$ cat src/rtl/button_bounce_gen.sv
// Contact-bounce waveform generator: press bounces, stable hold, release bounces, quiet gap, then done.
// Latency: btn_out rises one cycle after start is accepted. Backpressure: start is ignored while busy.
// BOUNCE_LFSR_EN selects LFSR-randomised segment widths; otherwise every segment is glitch_mask+1 cycles.
module button_bounce_gen #(
    parameter int          CNT_W = 16,
    parameter int          QUIET = 1000,
    parameter logic [15:0] SEED  = 16'hACE1
) (
    input  logic             clk,
    input  logic             reset,
    input  logic             start,
    input  logic [CNT_W-1:0] hold_cycles,
    input  logic [CNT_W-1:0] glitch_mask,
    input  logic [3:0]       n_bounce,
    output logic             btn_out,
    output logic             busy,
    output logic             done,
    output logic [7:0]       edge_cnt
);

    typedef enum logic [2:0] {S_IDLE, S_PRESS, S_HOLD, S_REL, S_QUIET} state_t;

    localparam logic [CNT_W-1:0] QUIET_M1 = CNT_W'(QUIET - 1);

    state_t           state, state_nxt;
    logic [CNT_W-1:0] cnt, cnt_nxt;
    logic [4:0]       seg_cnt, seg_nxt;
    logic [CNT_W-1:0] h_lat, h_nxt, m_lat, m_nxt;
    logic [3:0]       n_lat, n_nxt;
    logic             btn_nxt, busy_nxt, done_nxt;
    logic [7:0]       edge_nxt;

    // At acceptance the latches are not loaded yet, so the first segment and hold use the live inputs.
    logic [CNT_W-1:0] h_src, m_src, hold_m1, seg_m1;
    logic [4:0]       two_n;
    logic             seg_last;

    assign h_src    = (state == S_IDLE) ? hold_cycles : h_lat;
    assign m_src    = (state == S_IDLE) ? glitch_mask : m_lat;
    assign hold_m1  = (h_src == '0) ? '0 : h_src - CNT_W'(1);
    assign two_n    = {n_lat, 1'b0};
    assign seg_last = (seg_cnt == two_n - 5'd1);

`ifdef BOUNCE_LFSR_EN
    logic [15:0] lfsr;

    // Galois form of x^16+x^14+x^13+x^11+1, shifting right.
    always_ff @(posedge clk) begin
        if (reset) lfsr <= SEED;
        else       lfsr <= {1'b0, lfsr[15:1]} ^ ({16{lfsr[0]}} & 16'hB400);
    end

    assign seg_m1 = CNT_W'(lfsr) & m_src;
`else
    assign seg_m1 = m_src;
`endif

    always_comb begin
        state_nxt = state;
        cnt_nxt   = cnt;
        seg_nxt   = seg_cnt;
        h_nxt     = h_lat;
        m_nxt     = m_lat;
        n_nxt     = n_lat;
        btn_nxt   = btn_out;
        edge_nxt  = edge_cnt;
        done_nxt  = 1'b0;
        case (state)
            S_IDLE: begin
                if (start) begin
                    h_nxt    = hold_cycles;
                    m_nxt    = glitch_mask;
                    n_nxt    = n_bounce;
                    btn_nxt  = 1'b1;
                    edge_nxt = 8'd1;
                    seg_nxt  = '0;
                    if (n_bounce != 4'd0) begin
                        state_nxt = S_PRESS;
                        cnt_nxt   = seg_m1;
                    end else begin
                        state_nxt = S_HOLD;
                        cnt_nxt   = hold_m1;
                    end
                end
            end
            S_PRESS, S_REL: begin
                if (cnt == '0) begin
                    btn_nxt  = ~btn_out;
                    edge_nxt = edge_cnt + 8'd1;
                    if (seg_last) begin
                        seg_nxt = '0;
                        if (state == S_PRESS) begin
                            state_nxt = S_HOLD;
                            cnt_nxt   = hold_m1;
                        end else begin
                            state_nxt = S_QUIET;
                            cnt_nxt   = QUIET_M1;
                        end
                    end else begin
                        seg_nxt = seg_cnt + 5'd1;
                        cnt_nxt = seg_m1;
                    end
                end else begin
                    cnt_nxt = cnt - CNT_W'(1);
                end
            end
            S_HOLD: begin
                if (cnt == '0) begin
                    btn_nxt  = 1'b0;
                    edge_nxt = edge_cnt + 8'd1;
                    seg_nxt  = '0;
                    if (n_lat != 4'd0) begin
                        state_nxt = S_REL;
                        cnt_nxt   = seg_m1;
                    end else begin
                        state_nxt = S_QUIET;
                        cnt_nxt   = QUIET_M1;
                    end
                end else begin
                    cnt_nxt = cnt - CNT_W'(1);
                end
            end
            S_QUIET: begin
                if (cnt == '0) begin
                    state_nxt = S_IDLE;
                    done_nxt  = 1'b1;
                end else begin
                    cnt_nxt = cnt - CNT_W'(1);
                end
            end
            default: state_nxt = S_IDLE;
        endcase
        busy_nxt = (state_nxt != S_IDLE);
    end

    always_ff @(posedge clk) begin
        if (reset) begin
            state    <= S_IDLE;
            cnt      <= '0;
            seg_cnt  <= '0;
            h_lat    <= '0;
            m_lat    <= '0;
            n_lat    <= '0;
            btn_out  <= 1'b0;
            busy     <= 1'b0;
            done     <= 1'b0;
            edge_cnt <= '0;
        end else begin
            state    <= state_nxt;
            cnt      <= cnt_nxt;
            seg_cnt  <= seg_nxt;
            h_lat    <= h_nxt;
            m_lat    <= m_nxt;
            n_lat    <= n_nxt;
            btn_out  <= btn_nxt;
            busy     <= busy_nxt;
            done     <= done_nxt;
            edge_cnt <= edge_nxt;
        end
    end

endmodule

$ cat config.mk
export PLATFORM = sky130hd
export DESIGN_NAME = button_bounce_gen
export DESIGN_NICKNAME = d
export VERILOG_FILES = /design/src/rtl/button_bounce_gen.sv
export SDC_FILE = /design/constraint.sdc
export NUM_CORES = 1
export LEC_CHECK = 0
export BUFFER_PORTS_ARGS = -buffer_cell sky130_fd_sc_hd__clkbuf_2
export CAP_MARGIN = 20
export CORE_MARGIN = 5
export CORE_UTILIZATION = 40
export DETAILED_ROUTE_END_ITERATION = 8
export GPL_TIMING_DRIVEN = 0
export HOLD_SLACK_MARGIN = 0.08
export PLACE_DENSITY = 0.56
export RECOVER_POWER = 100
export SYNTH_ARGS = -nofsm -noshare
export SYNTH_HDL_FRONTEND = slang
export SYNTH_SLANG_ARGS = --single-unit
$ cat constraint.sdc
create_clock -name clk -period 4.57 [get_ports clk]
set_input_delay 0.6855 -clock clk [delete_from_list [all_inputs] [get_ports clk]]
set_output_delay 0.6855 -clock clk [all_outputs]
set_load 0.02 [all_outputs]
==> out/qor_table.md <==
| Item | This run |
|---|---|
| Run status | completed |
| Worst hold slack across all endpoints | 0.459 ns |
| Deepest clock path buffer count | 2 |
| Sort of element at the start of the critical path | flop |
| Transition time of the tightest slew-check pin | 1.23 ns |
| Total setup violations reported at the end of the flow | 0 |
| Count of non-filler cells in the finished layout | 945 |
| Starting density of the core | 40.9% |
| Total Nets Final | 815 |
| Clock transition at the registers of the reported paths | 0.06 ns |
| Die extent in y | 124 um |
| Fillers | 1346 |
| DP Wirelength | 16000 um |
| Total power of the final layout | 2.07 mW |
| DP Cell Count | 928 |
| Post-route core utilization | 46.6% |
| Detailed-route wire length per cell | 21.7 um |
| Number of enable-type register cells in the synthesized netlist | 0 |
| Detailed router's first-iteration violation count | 455 |
| Antenna Cells | 0 |
| Sequential cell area fraction in the yosys report | 27.5% |
| Total of max-cap violations | 0 |
| Share of the synthesized area in compound gates (AO/OA/AOI/OAI) | 25.3% |
| Worst min-delay path class | reg2reg |
| Crit path time final | 4.33 ns |
| Vias in the first global route | 5306 |
| Unrepaired setup endpoints after global routing | no |
| Number of buffers inserted during clock tree synthesis | 9 |
| Post-CTS Setup Bufs | 0 |
| Number of iterations in the first detailed-routing pass | 5 |
| Setup slack of the worst register-to-register path | 0.24 ns |
| Initial antenna violation count | 0 |
| Setup clock skew after layout | 0.00947 ns |
| Sum of negative setup slack | 0 ns |
| Pin count of the biggest net entering global routing | 16 |
| Cell Pwr Density | 351 nW/um^2 |
| Synth Warn # | 0 |
| Number of vias per cell | 6.05 |
| Proportion of layout cells with a drive suffix above 1 | 10.9% |
| CP Data Arrival Time | 4.59 ns |
| Total standard cell area after synthesis | 5180 sq um |
| Worst setup timing slack at the placement stage | -0.174 ns |
| Residual antenna-violating net count after detailed routing | 0 |
| CTS root buf | sky130_fd_sc_hd__clkbuf_16 |
| Critical path capture point type | flop |
| Via Count | 5719 |
| Detailed-route wire length | 20500 um |
| Post-detailed-route DRC marker count | 0 |
| Static leakage | 2.15 nW |
| Multiplexer share of the synthesized area | 1.96% |
| Post-route cell area | 5900 sq um |
| Area enclosed by the die boundary | 15300 sq um |
| Syn Area/Cell | 7.33 sq um |
| Rows | 41 |
| Top FF cell, synth | sky130_fd_sc_hd__dfxtp_1 |
| Standard cell area after detailed placement | 5660 sq um |
| Required time of the critical path | 4.83 ns |
| Fraction of synthesis flops using an asynchronous set or reset pin | 0% |
| Crit path setup slack, layout | 0.237 ns |
| IO Count | 50 |
| Area fraction in and, or, nand and nor cells after synthesis | 31.2% |
| Synthesis-to-layout area growth | 14.0% |
| Total of flip-flops plus latches after synthesis | 71 |
| Adder and majority gate portion of the synthesized area | 1.93% |
| Die Span X | 124 um |
| Cell count after synthesis | 706 |
| Largest fanout on the critical path | 10 |
| # H-tree levels | 3 |
| Total congestion overflow after global routing | 0 |
| Fmax | 231 MHz |
| Period Utilization, post-route | 94.8% |
| Latest clock arrival within the worst-skew pair | 0.35 ns |
| WS Path Type | reg2reg |
| CTS hold repair buffers | 0 |
| Wire length of the first global-routing pass | 31100 um |
| Synth Net Count | 753 |
| Peak supply drop | 0.189 mV |
| Clock tree from TritonCTS | built |
| Overall global routing resource usage | 27.3% |
| Last weighted congestion value of the routability-driven placer | 0.947 |
| Unique cell type count in the Yosys netlist | 70 |
| Xor/xnor share of the synthesized area | 7.74% |
| Core Box Area | 12700 sq um |
| IO buf count | 49 |
| Final count of hold timing violations | 0 |
| Clk sink count | 71 |
| Total count of max-transition violations in the final report | 0 |
| Tightest slew margin relative to the limit | 17.1% |
| Dominant combinational cell family by area after synthesis | simple AND/OR/NAND/NOR gates |
==> timing repair <==
item,4_1_cts,5_1_grt
gates resized for setup,2,2
pin swaps,0,0
setup endpoints to repair,2,2
==> metal layers <==
layer,GRT usage (%),vias up,share of wire (%)
li1,-,2724,-
met3,3.95,37,6.7
met2,43.7,219,45
met4,9.41,0,2.7
met1,37.6,2739,46
met5,0,-,0
==> worst max-delay path, cell delays in order (launching register included) <==
cell	delay, ns
sky130_fd_sc_hd__dfxtp_1	0.34
sky130_fd_sc_hd__buf_2	0.21
sky130_fd_sc_hd__nor3_2	0.24
sky130_fd_sc_hd__buf_2	0.33
sky130_fd_sc_hd__buf_2	0.34
sky130_fd_sc_hd__mux2i_2	0.37
sky130_fd_sc_hd__ha_1	0.36
sky130_fd_sc_hd__inv_1	0.15
sky130_fd_sc_hd__or4_1	0.64
sky130_fd_sc_hd__a211oi_1	0.30
sky130_fd_sc_hd__xnor2_1	0.11
sky130_fd_sc_hd__mux2i_1	0.29
sky130_fd_sc_hd__o2111ai_1	0.25
sky130_fd_sc_hd__a311oi_1	0.30
==> path summary, 6_finish.rpt <==
| path | startpoint | endpoint | cells past startpoint |
|---|---|---|---|
| min | m_lat[10] | m_lat[10] | 2 |
| min reg2reg | m_lat[10] | m_lat[10] | 2 |
| max | state[1] | cnt[12] | 13 |
| max reg2reg | state[1] | cnt[12] | 13 |
==> cells in the final DEF, fill, tap and decap left out, types with 4 or more instances in the layout <==
cell type / synthesis / layout
sky130_fd_sc_hd__ha_1: 8 / 8
sky130_fd_sc_hd__o21ai_0: 31 / 32
sky130_fd_sc_hd__o22ai_1: 7 / 7
sky130_fd_sc_hd__a22oi_1: 4 / 4
sky130_fd_sc_hd__a21oi_1: 73 / 73
sky130_fd_sc_hd__nor3b_1: 8 / 8
sky130_fd_sc_hd__xnor2_1: 23 / 23
sky130_fd_sc_hd__nand4_1: 10 / 10
sky130_fd_sc_hd__nand3_1: 18 / 18
sky130_fd_sc_hd__inv_1: 12 / 12
sky130_fd_sc_hd__dfxtp_1: 71 / 71
sky130_fd_sc_hd__nor4_1: 10 / 9
sky130_fd_sc_hd__a311oi_1: 5 / 6
sky130_fd_sc_hd__clkbuf_2: 0 / 38
sky130_fd_sc_hd__nor2_1: 59 / 59
sky130_fd_sc_hd__mux2i_1: 9 / 8
sky130_fd_sc_hd__a221oi_1: 5 / 5
sky130_fd_sc_hd__or4_1: 14 / 14
sky130_fd_sc_hd__a211oi_2: 7 / 4
sky130_fd_sc_hd__o211ai_1: 6 / 6
sky130_fd_sc_hd__or2_2: 4 / 4
sky130_fd_sc_hd__nand2b_1: 6 / 6
sky130_fd_sc_hd__and3_1: 7 / 7
sky130_fd_sc_hd__a211oi_1: 9 / 12
sky130_fd_sc_hd__xor2_1: 20 / 20
sky130_fd_sc_hd__buf_2: 3 / 5
sky130_fd_sc_hd__nand2_1: 121 / 121
sky130_fd_sc_hd__o31ai_1: 11 / 11
sky130_fd_sc_hd__or3_1: 10 / 10
sky130_fd_sc_hd__clkbuf_1: 31 / 47
sky130_fd_sc_hd__nor3_1: 30 / 29
sky130_fd_sc_hd__clkbuf_16: 0 / 9
==> power breakdown <==
group | total [mW] | leakage, nW | internal (mW) | switching, mW
clock | 0.695 | 0.135 | 0.378 | 0.317
combinational | 0.650 | 1.43 | 0.227 | 0.423
sequential | 0.727 | 0.582 | 0.664 | 0.0629
total | 2.07 | 2.15 | 1.27 | 0.803
==> synthesized netlist by cell type, types with 4 or more instances <==
master	n	area share, %
sky130_fd_sc_hd__dfxtp_1	71	27
sky130_fd_sc_hd__nand2_1	121	8.8
sky130_fd_sc_hd__ha_1	8	1.9
sky130_fd_sc_hd__o31ai_1	11	1.6
sky130_fd_sc_hd__nand4_1	10	1.2
sky130_fd_sc_hd__nor4_1	10	1.2
sky130_fd_sc_hd__a21oi_1	73	7.1
sky130_fd_sc_hd__xnor2_1	23	3.9
sky130_fd_sc_hd__o21ai_0	31	3.0
sky130_fd_sc_hd__nand2b_1	6	0.73
sky130_fd_sc_hd__o211ai_1	6	0.87
sky130_fd_sc_hd__nand3_1	18	1.7
sky130_fd_sc_hd__a221oi_1	5	0.85
sky130_fd_sc_hd__o22ai_1	7	0.85
sky130_fd_sc_hd__mux2i_1	9	1.7
sky130_fd_sc_hd__nor3b_1	8	1.2
sky130_fd_sc_hd__or2_2	4	0.48
sky130_fd_sc_hd__nor3_1	30	2.9
sky130_fd_sc_hd__or3_1	10	1.2
sky130_fd_sc_hd__nor2_1	59	4.3
sky130_fd_sc_hd__a211oi_2	7	1.7
sky130_fd_sc_hd__buf_1	7	0.51
sky130_fd_sc_hd__a311oi_1	5	0.85
sky130_fd_sc_hd__and3_1	7	0.85
sky130_fd_sc_hd__clkbuf_1	31	2.2
sky130_fd_sc_hd__a211oi_1	9	1.3
sky130_fd_sc_hd__xor2_1	20	3.4
sky130_fd_sc_hd__inv_1	12	0.87
sky130_fd_sc_hd__a22oi_1	4	0.58
sky130_fd_sc_hd__or4_1	14	2.0
==> cell families after synthesis <==
kind of cell               count (synthesis)
AOI/OAI and AO/OA                        197
xor gates and xnor gates                  44
adders and majority gates                  8
buffers and inverters                     56
DFF                                       71
muxes                                     10
and+or+nand+nor                          320
==> layout make-up <==
cell class	instances	area [sq um]	area share [%]
buffer	44	171	2.91
clock buffer	9	225	3.82
clock inverter	7	61.3	1.04
inverter	12	45.0	0.764
multi-input combinational	579	3510	59.6
sequential	71	1420	24.1
tap	172	215	3.65
timing repair buffer	51	246	4.18
==> state kept, by name, indices dropped and copies added (netlist names) <==
name / count
edge_cnt: 8
btn_out: 1
m_lat: 16
busy: 1
done: 1
n_lat: 4
seg_cnt: 5
h_lat: 16
cnt: 16
state: 3
(Power assumes the default switching activity.)
